## config.mk

```make
export PLATFORM = sky130hd
export DESIGN_NAME = display_timing_480p
export DESIGN_NICKNAME = d
export VERILOG_FILES = /design/src/rtl/display_timing_480p.sv
export SDC_FILE = /design/constraint.sdc
export NUM_CORES = 1
export LEC_CHECK = 0
export BUFFER_PORTS_ARGS = -buffer_cell sky130_fd_sc_hd__buf_2
export CORE_ASPECT_RATIO = 0.9
export CORE_MARGIN = 2
export CORE_UTILIZATION = 30
export CTS_BUF_LIST = sky130_fd_sc_hd__clkbuf_2 sky130_fd_sc_hd__clkbuf_4 sky130_fd_sc_hd__clkbuf_8
export DETAILED_ROUTE_END_ITERATION = 6
export MAX_ROUTING_LAYER = met4
export PLACE_DENSITY = 0.56
export SLEW_MARGIN = 5
export SYNTH_ARGS = -nofsm -noshare
export SYNTH_HDL_FRONTEND = slang
export SYNTH_SLANG_ARGS = --single-unit
```

## constraint.sdc

```tcl
create_clock -name clk_pix -period 2.8 [get_ports clk_pix]
set_input_delay 0.28 -clock clk_pix [delete_from_list [all_inputs] [get_ports clk_pix]]
set_output_delay 0.28 -clock clk_pix [all_outputs]
set_load 0.005 [all_outputs]
```

## src/rtl/display_timing_480p.sv

```systemverilog
// ---------------------------------------------------------------------------
// display_timing_480p
//
// Purpose:
//   Display timing generator for the pixel-clock domain. The default
//   parameters give 640x480 at 60 Hz, with a nominal clk_pix of 25.2 MHz.
//   It produces registered screen coordinates, the sync pulses, data
//   enable, a strobe per line, a strobe per frame, a strobe at the start of
//   vertical blanking and an optional frame counter.
//
// Every output comes straight from a flop. The decode is done on the
// next-state counter values, so each output matches the sx/sy shown on the
// same cycle (zero latency).
//
// Ports:
//   clk_pix    in   1      pixel clock (only clock)
//   btn_rst_n  in   1      asynchronous, active-low reset
//   sx         out  CORDW  horizontal position, 0..H_TOTAL-1
//   sy         out  CORDW  vertical position, 0..V_TOTAL-1
//   hsync      out  1      horizontal sync, asserted level = SYNC_POL
//   vsync      out  1      vertical sync, asserted level = SYNC_POL
//   de         out  1      high inside the active area
//   line       out  1      one-cycle strobe at sx == 0
//   frame      out  1      one-cycle strobe at sx == 0, sy == 0
//   vbl        out  1      one-cycle strobe at sx == 0, sy == V_ACTIVE
//   frame_cnt  out  FCW    frames since reset (wraps silently)
//
// Configuration macro:
//   TIMING_FRAME_CNT_EN  defined   -> frame_cnt counter is built
//                        undefined -> frame_cnt is tied to 0 and no
//                                     counter flops are built
// ---------------------------------------------------------------------------
module display_timing_480p #(
  parameter int CORDW    = 10,
  parameter int H_ACTIVE = 640,
  parameter int H_FP     = 16,
  parameter int H_SYNC   = 96,
  parameter int H_BP     = 48,
  parameter int V_ACTIVE = 480,
  parameter int V_FP     = 10,
  parameter int V_SYNC   = 2,
  parameter int V_BP     = 33,
  parameter int SYNC_POL = 0,
  parameter int FCW      = 16
) (
  input  logic             clk_pix,
  input  logic             btn_rst_n,
  output logic [CORDW-1:0] sx,
  output logic [CORDW-1:0] sy,
  output logic             hsync,
  output logic             vsync,
  output logic             de,
  output logic             line,
  output logic             frame,
  output logic             vbl,
  output logic [FCW-1:0]   frame_cnt
);

  localparam int H_TOTAL = H_ACTIVE + H_FP + H_SYNC + H_BP;
  localparam int V_TOTAL = V_ACTIVE + V_FP + V_SYNC + V_BP;

  // Boundary values, sized to the coordinate width for the comparisons
  localparam logic [CORDW-1:0] H_LAST_C   = CORDW'(H_TOTAL - 1);
  localparam logic [CORDW-1:0] V_LAST_C   = CORDW'(V_TOTAL - 1);
  localparam logic [CORDW-1:0] H_ACT_C    = CORDW'(H_ACTIVE);
  localparam logic [CORDW-1:0] V_ACT_C    = CORDW'(V_ACTIVE);
  localparam logic [CORDW-1:0] HS_START_C = CORDW'(H_ACTIVE + H_FP);
  localparam logic [CORDW-1:0] HS_END_C   = CORDW'(H_ACTIVE + H_FP + H_SYNC);
  localparam logic [CORDW-1:0] VS_START_C = CORDW'(V_ACTIVE + V_FP);
  localparam logic [CORDW-1:0] VS_END_C   = CORDW'(V_ACTIVE + V_FP + V_SYNC);
  localparam logic [CORDW-1:0] ONE_C      = CORDW'(1);
  localparam logic [CORDW-1:0] ZERO_C     = CORDW'(0);

  // Asserted and idle levels of the sync outputs
  localparam logic SYNC_ON_C  = (SYNC_POL != 0) ? 1'b1 : 1'b0;
  localparam logic SYNC_OFF_C = (SYNC_POL != 0) ? 1'b0 : 1'b1;

  logic [CORDW-1:0] sx_next_s;
  logic [CORDW-1:0] sy_next_s;
  logic             de_next_s;
  logic             hsync_next_s;
  logic             vsync_next_s;
  logic             line_next_s;
  logic             frame_next_s;
  logic             vbl_next_s;

  // Next counter position: sx wraps at the line end, and sy advances (or
  // wraps) on the same cycle
  always_comb begin
    sx_next_s = sx;
    sy_next_s = sy;
    if (sx == H_LAST_C) begin
      sx_next_s = ZERO_C;
      if (sy == V_LAST_C) begin
        sy_next_s = ZERO_C;
      end else begin
        sy_next_s = sy + ONE_C;
      end
    end else begin
      sx_next_s = sx + ONE_C;
      sy_next_s = sy;
    end
  end

  // Decode the next position so the registered outputs line up with the
  // registered coordinates
  always_comb begin
    de_next_s    = (sx_next_s < H_ACT_C) && (sy_next_s < V_ACT_C);
    line_next_s  = (sx_next_s == ZERO_C);
    frame_next_s = (sx_next_s == ZERO_C) && (sy_next_s == ZERO_C);
    vbl_next_s   = (sx_next_s == ZERO_C) && (sy_next_s == V_ACT_C);
    if ((sx_next_s >= HS_START_C) && (sx_next_s < HS_END_C)) begin
      hsync_next_s = SYNC_ON_C;
    end else begin
      hsync_next_s = SYNC_OFF_C;
    end
    if ((sy_next_s >= VS_START_C) && (sy_next_s < VS_END_C)) begin
      vsync_next_s = SYNC_ON_C;
    end else begin
      vsync_next_s = SYNC_OFF_C;
    end
  end

  // Coordinate and decode registers. The reset position is the last pixel of
  // the last line, so the first edge after release lands on frame start
  always_ff @(posedge clk_pix or negedge btn_rst_n) begin
    if (!btn_rst_n) begin
      sx    <= H_LAST_C;
      sy    <= V_LAST_C;
      de    <= 1'b0;
      hsync <= SYNC_OFF_C;
      vsync <= SYNC_OFF_C;
      line  <= 1'b0;
      frame <= 1'b0;
      vbl   <= 1'b0;
    end else begin
      sx    <= sx_next_s;
      sy    <= sy_next_s;
      de    <= de_next_s;
      hsync <= hsync_next_s;
      vsync <= vsync_next_s;
      line  <= line_next_s;
      frame <= frame_next_s;
      vbl   <= vbl_next_s;
    end
  end

`ifdef TIMING_FRAME_CNT_EN
  // Frame counter. It resets to all ones so that the first frame strobe
  // rolls it over to 0
  always_ff @(posedge clk_pix or negedge btn_rst_n) begin
    if (!btn_rst_n) begin
      frame_cnt <= '1;
    end else if (frame_next_s) begin
      frame_cnt <= frame_cnt + FCW'(1);
    end else begin
      frame_cnt <= frame_cnt;
    end
  end
`else
  // Counter not built: the port is tied low
  assign frame_cnt = '0;
`endif

endmodule
```

# Yosys cells after proc, flatten, opt, wreduce, memory -nomap -nowiden
# Index checks and enable logic that the tools add are counted.
# word_totals
register_bits,26
in_bits,2
elab_cells,31
# op_classes
n_addsub,2
magnitude_cmp,6
n_eq_ne,3
muxes,5
n_reduce_logical,7
# op_table
cell,count
2-to-1 mux 10 bit,3
adder 10 x 1 -> 10 bit (second input constant),2
equality test 10 bit (second input constant),2
logical NOT 10 bit,2
< comparator 10 bit (second input constant),2
< comparator 10 x 9 -> 1 bit (second input constant),2
equality test 10 x 9 -> 1 bit (second input constant),1
>= comparator 10 bit (second input constant),1
>= comparator 10 x 9 -> 1 bit (second input constant),1
logical AND 1 bit,5
2-to-1 mux 1 bit,2

# Longest topological paths before layout
# Gate-level depths: netlist of the first run.
# depth
ltp_word,6
mapped_depth,10
ltp_nobuf,7

# Worst setup path after synthesis of the first run
# No wires, ideal clock.
# synth_path
path_kind,register -> register
startpoint,register sx[0]
endpoint,register vsync
t_arrival_ns,2.248
path_slack_ns,0.458
path_stages_with_launch,9
path_buffers,1
cell_sequence,dfstp_2 ha_1 and4_1 buf_6 nand4_4 or2_4 o31ai_4 nand3_1 or4b_1
# synth_between
elab_chain_cells,5
elab_cells_between_ends,6
classes_between,2 x order compare; 1 x eq/ne; 2 x mux; 1 x reduce/logical
# synth_lines
item,line,source
start: declaration,48,"output logic [CORDW-1:0] sx,"
start signal: assignment,137,sx <= sx_next_s;
equality test 10 bit (*),92,if (sx == H_LAST_C) begin
2-to-1 mux 10 bit (*),92,
named net sy_next_s[8],79,logic [CORDW-1:0] sy_next_s;
>= comparator 10 x 9 -> 1 bit / < comparator 10 x 9 -> 1 bit (equally long branches),117,if ((sy_next_s >= VS_START_C) && (sy_next_s < VS_END_C)) begin
logical AND 1 bit (*),117,
2-to-1 mux 1 bit (*),117,
named net vsync_next_s,82,logic vsync_next_s;
end signal: assignment,141,vsync <= vsync_next_s;
end: declaration,51,"output logic vsync,"
# Mark *: on every way through the listed nets, which the timed path passes. The rest lies on a longest branch.

# Worst setup path in the final report of the first run
# layout_path
startpoint,register sx[0]
endpoint,register frame
# layout_between
elab_chain_cells,4
elab_cells_between_ends,7
classes_between,1 x add/sub; 1 x eq/ne; 2 x mux; 3 x reduce/logical
# layout_lines
item,line,source
equality test 10 bit,92,
2-to-1 mux 10 bit,92,
named net sy_next_s[6],79,
logical NOT 10 bit,110,frame_next_s = (sx_next_s == ZERO_C) && (sy_next_s == ZERO_C);
logical AND 1 bit,110,
named net frame_next_s,84,logic frame_next_s;
end signal: assignment,143,frame <= frame_next_s;
end: declaration,54,"output logic frame,"
# The timed path passes the listed nets, and every way through them passes these cells.

==> results of run 1 <==
==> stage by stage <==
stage / hold slack (ps) / area [sq um] / std cells / worst slack, ps / total power (W)
after detailed placement: 318.9 / 1797 / 262 / 295.9 / 0.0003957
after CTS: 19.21 / 1868 / 266 / 252.6 / 0.0007101
after global routing: 28.73 / 1868 / 266 / 91.18 / 0.0007270
after global placement: 308.0 / 1797 / 262 / 333.2 / 0.0003954
final: -8.905 / 1868 / 266 / 284.4 / 0.0007004
after floorplan: -15.59 / 1740 / 188 / 458.4 / 0.0004037
==> path summary, 6_finish.rpt <==
kind                                 startpoint  depth (start not counted)              end
worst max register to register  sx[0]$_DFF_PN1_                          7  frame$_DFF_PN0_
min in group clk_pix            sx[0]$_DFF_PN1_                          1  sx[0]$_DFF_PN1_
worst min-delay path                  btn_rst_n                          1  sx[5]$_DFF_PN0_
max in group asynchronous             btn_rst_n                          1  sy[3]$_DFF_PN1_
worst max-delay path            sx[0]$_DFF_PN1_                          7  frame$_DFF_PN0_
worst min register to register  sx[0]$_DFF_PN1_                          1  sx[0]$_DFF_PN1_
==> per-layer routing <==
| layer | GRT usage | share of wire | up-vias | routed length [um] |
|---|---|---|---|---|
| met5 | - | 0 | - | 0 |
| met4 | 0.02732 | 0.0076 | 0 | 27 |
| met3 | 0.03289 | 0.069 | 2 | 243 |
| met2 | 0.1720 | 0.42 | 47 | 1488 |
| met1 | 0.1729 | 0.50 | 596 | 1777 |
| li1 | - | - | 638 | - |
==> placed cells by master (no fill, tap or decap), types with 2 or more instances in the layout <==
cell type / n
conb_1: 16
a31oi_1: 2
o31ai_1: 3
dfrtp_1: 14
nor2_1: 10
clkbuf_8: 3
inv_1: 8
nand2_1: 14
a21oi_1: 4
o21bai_1: 2
ha_1: 3
nor4_1: 3
xnor2_1: 5
nand3_1: 9
o21ai_0: 9
a21o_1: 2
and4_1: 4
dfstp_2: 12
and4_2: 2
nor3_1: 4
buf_4: 4
xor2_1: 5
buf_2: 27
o211ai_1: 2
nand4_1: 3
a211oi_1: 2
==> critical path, cell delays in order (launching register included) <==
cell     delay [ps]
dfstp_2         570
ha_1            220
and4_1          340
nand4_2         240
nor3_1          330
xor2_1          120
or3_1           360
nor4_1          240
==> power by group <==
part           internal, W  switching [W]  leakage [nW]
clock             0.000191       0.000120        0.0357
sequential        0.000376              0         0.310
combinational  0.000000499      0.0000119         0.508
==> final cells by class <==
cell class	count	area, sq um
inverters	8	30.03
clock inverters	1	30.03
flip-flops and latches	26	665.6
fillers	560	3481
repair buffers	31	165.2
clock buffers	3	41.29
well taps	67	83.83
multi-input cells	130	852.1
==> state kept, by name (all words and copies together), names as in the netlist <==
register / count
vsync: 1
line: 1
sy: 10
hsync: 1
frame: 1
vbl: 1
de: 1
sx: 10
==> cell families (layout without fill, tap and decap cells) <==
family          count (synthesis)  after routing  share of synthesized area
simple gates                   67             67                     0.2459
compound gates                 32             32                     0.1345
buf+inv                        32             43                     0.1322
flops                          26             26                     0.3952
xor+xnor                       11             11                    0.06166
fa+ha+maj                       3              3                    0.02229
other cells                     1             16                   0.002227
mux                             1              1                   0.005944
==> metrics.md, run 1 <==
| Metric | Value |
|---|---|
| PwrDens | `375.0 nW/um^2` |
| Final min period | `between 2000 and 3000 ps` |
| Worst-margin pin slew | `572.5 ps` |
| Avg Inst Size Synth | `approximately 9.7 sq um` |
| Commonest cells post-synth | `buf_4, dfrtp_1, nand2_1, dfstp_2, nor2_1` |
| Worst-path clk slew | `90 ps` |
| Final antenna diode count | `0` |
| Clock root cell | `clkbuf_8` |
| CTS tree | `built` |
| Mapped Area | `roughly 1700 sq um` |
| First-pass GRT wire length | `just under 6 mm` |
| Top_reg_cell synth | `dfrtp_1` |
| Vias | `around 1300` |
| Fmax | `just under 400 MHz` |
| CP Class | `flip-flop to flip-flop` |
| # hold bufs at CTS | `0` |
| Site row count | `25` |
| Cts repair resizes | `0` |
| Clk Latency, worst-skew pair | `between 200 and 300 ps` |
| Post-synth top area share | `0.2080` |
| DRT Pass-1 Iters | `4` |
| Vias in the first global route | `roughly 1200` |
| Crit start category | `flip-flop` |
| Post-synthesis sequential area ratio | `0.3952` |
| Worst hold slack | `-8.905 ps` |
| CTS H-tree depth | `1` |
| Maximum clock path buffer count | `2` |
| Area delta synth->final | `10.92%` |
| Worst path required time | `about 3000 ps` |
| Gp weighted congestion | `between 0.8 and 0.9` |
| WL per Instance | `roughly 13 um` |
| Clk sinks | `26` |
| WP data arrival | `2690 ps` |
| Post-synth EDFFs | `0` |
| Max-Cap Viols | `0` |
| Dpl hpwl | `~2.7 mm` |
| Min-Delay Path Class | `input pin to asynchronous set/reset pin` |
| Violated checks | `negative hold slack` |
| DIE WIDTH | `approximately 83 um` |
| Area of the die | `just over 6000 sq um` |
| Core Area | `about 5300 sq um` |
| Nets | `between 200 and 250` |
| Maximum fanout along the worst path | `6` |
| Post-Route WL | `3.536 mm` |
| Initial antenna violation count | `0` |
| Drt drc | `0` |
| Share of cells above drive strength 1 | `0.3116` |
| Leak | `about 0.85 nW` |
| R2r setup slk | `280 ps` |
| Final setup fails | `0` |
| RSZ-0062 raised after global routing | `no` |
| Port bufs | `27` |
| Final-report hold violation count | `11` |
| Initial core utilization | `0.3149` |
| Max VDD drop | `approximately 0.00017 V` |
| Gr ovfl total | `0` |
| Setup TNS | `0 ps` |
| Via density | `4.823` |
| Detail Route Antenna Nets | `0` |
| Die Height | `approximately 75 um` |
| Critical path endpoint category | `flip-flop` |
| CTS Buf Count | `3` |
| Num ports | `44` |
| Post-synth top area cell | `dfrtp_1` |
| Clock Skew | `8.282 ps` |
| YS warnings | `0` |
| Cell with the most instances after synthesis | `buf_4` |
| Mapped Cells | `around 170` |
| Status | `finished with violations` |
| Final-report max-slew violation count | `0` |
| Synth top area cells | `dfrtp_1, dfstp_2, buf_4` |
| Final worst-path cycle share | `0.8984` |
| Final core occ | `0.3492` |
| Asr flop ratio synth | `1.000` |
| Rel. slew slack | `0.6151` |
| DRT iter0 DRCs | `between 90 and 100` |
| GRT Total Usage | `0.1216` |
| Seq cells post-synth | `26` |
| Synth cell types | `52` |
| Setup Fix Bufs, Post-CTS | `0` |
| Largest net degree at the start of global routing | `27` |
Note: power is estimated with default switching activity, not from simulation.
==> run 2: changes to the inputs <==
--- a/config.mk
+++ b/config.mk
@@ -9,7 +9,7 @@
 export CORE_ASPECT_RATIO = 0.9
 export CORE_MARGIN = 2
 export CORE_UTILIZATION = 30
-export CTS_BUF_LIST = sky130_fd_sc_hd__clkbuf_2 sky130_fd_sc_hd__clkbuf_4 sky130_fd_sc_hd__clkbuf_8
+export CTS_BUF_LIST = sky130_fd_sc_hd__clkbuf_2
 export DETAILED_ROUTE_END_ITERATION = 6
 export MAX_ROUTING_LAYER = met4
 export PLACE_DENSITY = 0.56
==> run 2 against run 1 <==
Effect of this change: the flow now finishes without violations; global-route usage hardly changed; core utilization is 0.30 points lower; count of clock-buffer cells in the layout stayed put; fmax is 0.78% higher; cell area is 0.87% lower; flip-flop and latch count stayed put; setup slack better by 20 ps; non-clock buffer count is 1 higher; sequential share of layout area is 0.31 points higher.
==> metrics.md, run 2 (synthesis gave the netlist of run 1 again) <==
| Metric | Value |
|---|---|
| Status | `complete, no violations (was finished with violations)` |
| Final-report hold violation count | `0 (was 11)` |
| Via density | `4.820 (was 4.823)` |
| Port bufs | `27 (unchanged)` |
| Final min period | `2496 ps (was 2516 ps)` |
| # fillers | `565 (was 560)` |
| Rel. slew slack | `0.6202 (was 0.6151)` |
| DIE WIDTH | `82.98 um (unchanged)` |
| Gr ovfl total | `0 (unchanged)` |
| WL per Instance | `13.40 um (was 13.29 um)` |
| Max VDD drop | `0.0001923 V (was 0.0001731 V)` |
| Psw | `0.0001264 W (was 0.0001324 W)` |
| Initial antenna violation count | `0 (unchanged)` |
| CP Class | `flip-flop to flip-flop (unchanged)` |
| Dpl cell area | `1797 sq um (unchanged)` |
| Setup ws final | `304.0 ps (was 284.4 ps)` |
| Comb power frac | `0.021 (was 0.018)` |
| GRT Total Usage | `0.1213 (was 0.1216)` |
| Worst-path clk slew | `260 ps (was 90 ps)` |
| Worst-margin pin slew | `564.9 ps (was 572.5 ps)` |
| Maximum clock path buffer count | `2 (unchanged)` |
| Initial core utilization | `0.3149 (unchanged)` |
| Setup TNS | `0 ps (unchanged)` |
| Largest net degree at the start of global routing | `27 (unchanged)` |
| Clock Skew | `24.49 ps (was 8.282 ps)` |
| Crit start category | `flip-flop (unchanged)` |
| Vias | `1287 (was 1283)` |
| DRT Pass-1 Iters | `4 (unchanged)` |
| RSZ-0062 raised after global routing | `no (unchanged)` |
| Area delta synth->final | `9.956% (was 10.92%)` |
| Site row count | `25 (unchanged)` |
| PwrDens | `339.3 nW/um^2 (was 375.0 nW/um^2)` |
| Drt drc | `0 (unchanged)` |
| Final-report max-slew violation count | `0 (unchanged)` |
| Dpl hpwl | `2.704 mm (unchanged)` |
| Pint | `0.0005018 W (was 0.0005681 W)` |
| Sw frac | `0.2012 (was 0.1890)` |
| Detail Route Antenna Nets | `0 (unchanged)` |
| Critical path endpoint category | `flip-flop (unchanged)` |
| Final antenna diode count | `0 (unchanged)` |
| Sequential power share | `0.601 (was 0.537)` |
| Clk sinks | `26 (unchanged)` |
| Clock root cell | `clkbuf_2 (was clkbuf_8)` |
| Area of the die | `6230 sq um (unchanged)` |
| Die Height | `75.08 um (unchanged)` |
| Final Cell Area | `1852 sq um (was 1868 sq um)` |
| Maximum fanout along the worst path | `6 (unchanged)` |
| Vias in the first global route | `1190 (was 1178)` |
| First-pass GRT wire length | `5.961 mm (was 5.947 mm)` |
| Final worst-path cycle share | `0.8914 (was 0.8984)` |
| Clk Latency, worst-skew pair | `370 ps (was 270 ps)` |
| CTS Buf Count | `3 (unchanged)` |
| Min-Delay Path Class | `input pin to asynchronous set/reset pin (unchanged)` |
| Highest-count cells in the layout ignoring fill and taps | `buf_2, conb_1, nand2_1, dfrtp_1, dfstp_2 (unchanged)` |
| Gp weighted congestion | `0.8135 (unchanged)` |
| Core Area | `5349 sq um (unchanged)` |
| CTS tree | `built (unchanged)` |
| Most common cell after layout, fill and taps aside | `buf_2 (unchanged)` |
| Top flop regs | `sx x10, sy x10 (unchanged)` |
| Worst path required time | `3100 ps (was 2980 ps)` |
| Share of cells above drive strength 1 | `0.3100 (was 0.3116)` |
| Final setup fails | `0 (unchanged)` |
| Max-Cap Viols | `0 (unchanged)` |
| Nets | `206 (was 205)` |
| DRT iter0 DRCs | `76 (was 96)` |
| Dpl ws | `295.9 ps (unchanged)` |
| Leak | `0.8488 nW (was 0.8537 nW)` |
| CTS H-tree depth | `1 (unchanged)` |
| WP data arrival | `2790 ps (was 2690 ps)` |
| Post-Route WL | `3.577 mm (was 3.536 mm)` |
| Clock network fraction of design power | `0.378 (was 0.445)` |
| Num ports | `44 (unchanged)` |
| Cts repair resizes | `0 (unchanged)` |
| Fmax | `400.6 MHz (was 397.5 MHz)` |
## run 2: per-layer routing
layer | track usage | vias to the layer above | wire [um]
met3 | 0.03289 | 2 | 222
met5 | - | - | 0
li1 | - | 644 | -
met4 | 0.02186 | 0 | 27
met2 | 0.1738 | 40 | 1502
met1 | 0.1729 | 601 | 1825
## run 2: power by group through the flow
stage	logic, W	clock network, W	registers (W)
2_1_floorplan	0.0000209	0	0.000383
3_3_place_gp	0.0000126	0	0.000383
3_5_place_dp	0.0000129	0	0.000383
4_1_cts	0.0000141	0.000247	0.000378
5_1_grt	0.0000166	0.000260	0.000378
6_report	0.0000135	0.000237	0.000377
## run 2: worst paths after layout
path / startpoint / endpoint / slack (ps) / cells past startpoint
max: sx[0]$_DFF_PN1_ / frame$_DFF_PN0_ / 300 / 7
min: btn_rst_n / sx[5]$_DFF_PN0_ / 400 / 2
max reg2reg: sx[0]$_DFF_PN1_ / frame$_DFF_PN0_ / 300 / 7
min reg2reg: sx[0]$_DFF_PN1_ / sx[0]$_DFF_PN1_ / 560 / 1
max in group asynchronous: btn_rst_n / sy[3]$_DFF_PN1_ / 2000 / 2
min in group clk_pix: sx[0]$_DFF_PN1_ / sx[0]$_DFF_PN1_ / 560 / 1
## run 2: per-stage QoR
step / cells / hold WS (ps) / utilization / power, W
final: 267 / 395.0 / 0.3462 / 0.0006283
after global routing: 267 / 424.5 / 0.3462 / 0.0006545
after CTS: 267 / 410.4 / 0.3462 / 0.0006386
after detailed placement: 262 / 318.9 / 0.3359 / 0.0003957
after global placement: 262 / 308.0 / 0.3359 / 0.0003954
after floorplan: 188 / -15.59 / - / 0.0004037
## run 2: repair_timing
item	4_1_cts	5_1_grt
endpoints found under the hold margin	14	0
setup buffers	0	0
hold buffers	1	0
## run 2: critical path: stages (launching register included)
cell     delay (ps)
dfstp_2         610
ha_1            220
and4_1          340
nand4_2         250
nor3_1          320
xor2_1          120
or3_1           360
nor4_1          230
## run 2: final cells by class
class / count / area (sq um) / share of cell area
sequential: 26 / 665.6 / 0.3595
tap: 67 / 83.83 / 0.04527
clock inverter: 1 / 30.03 / 0.01622
inverter: 8 / 30.03 / 0.01622
timing repair buffer: 32 / 175.2 / 0.09459
multi-input combinational: 130 / 852.1 / 0.4601
clock buffer: 3 / 15.01 / 0.008108
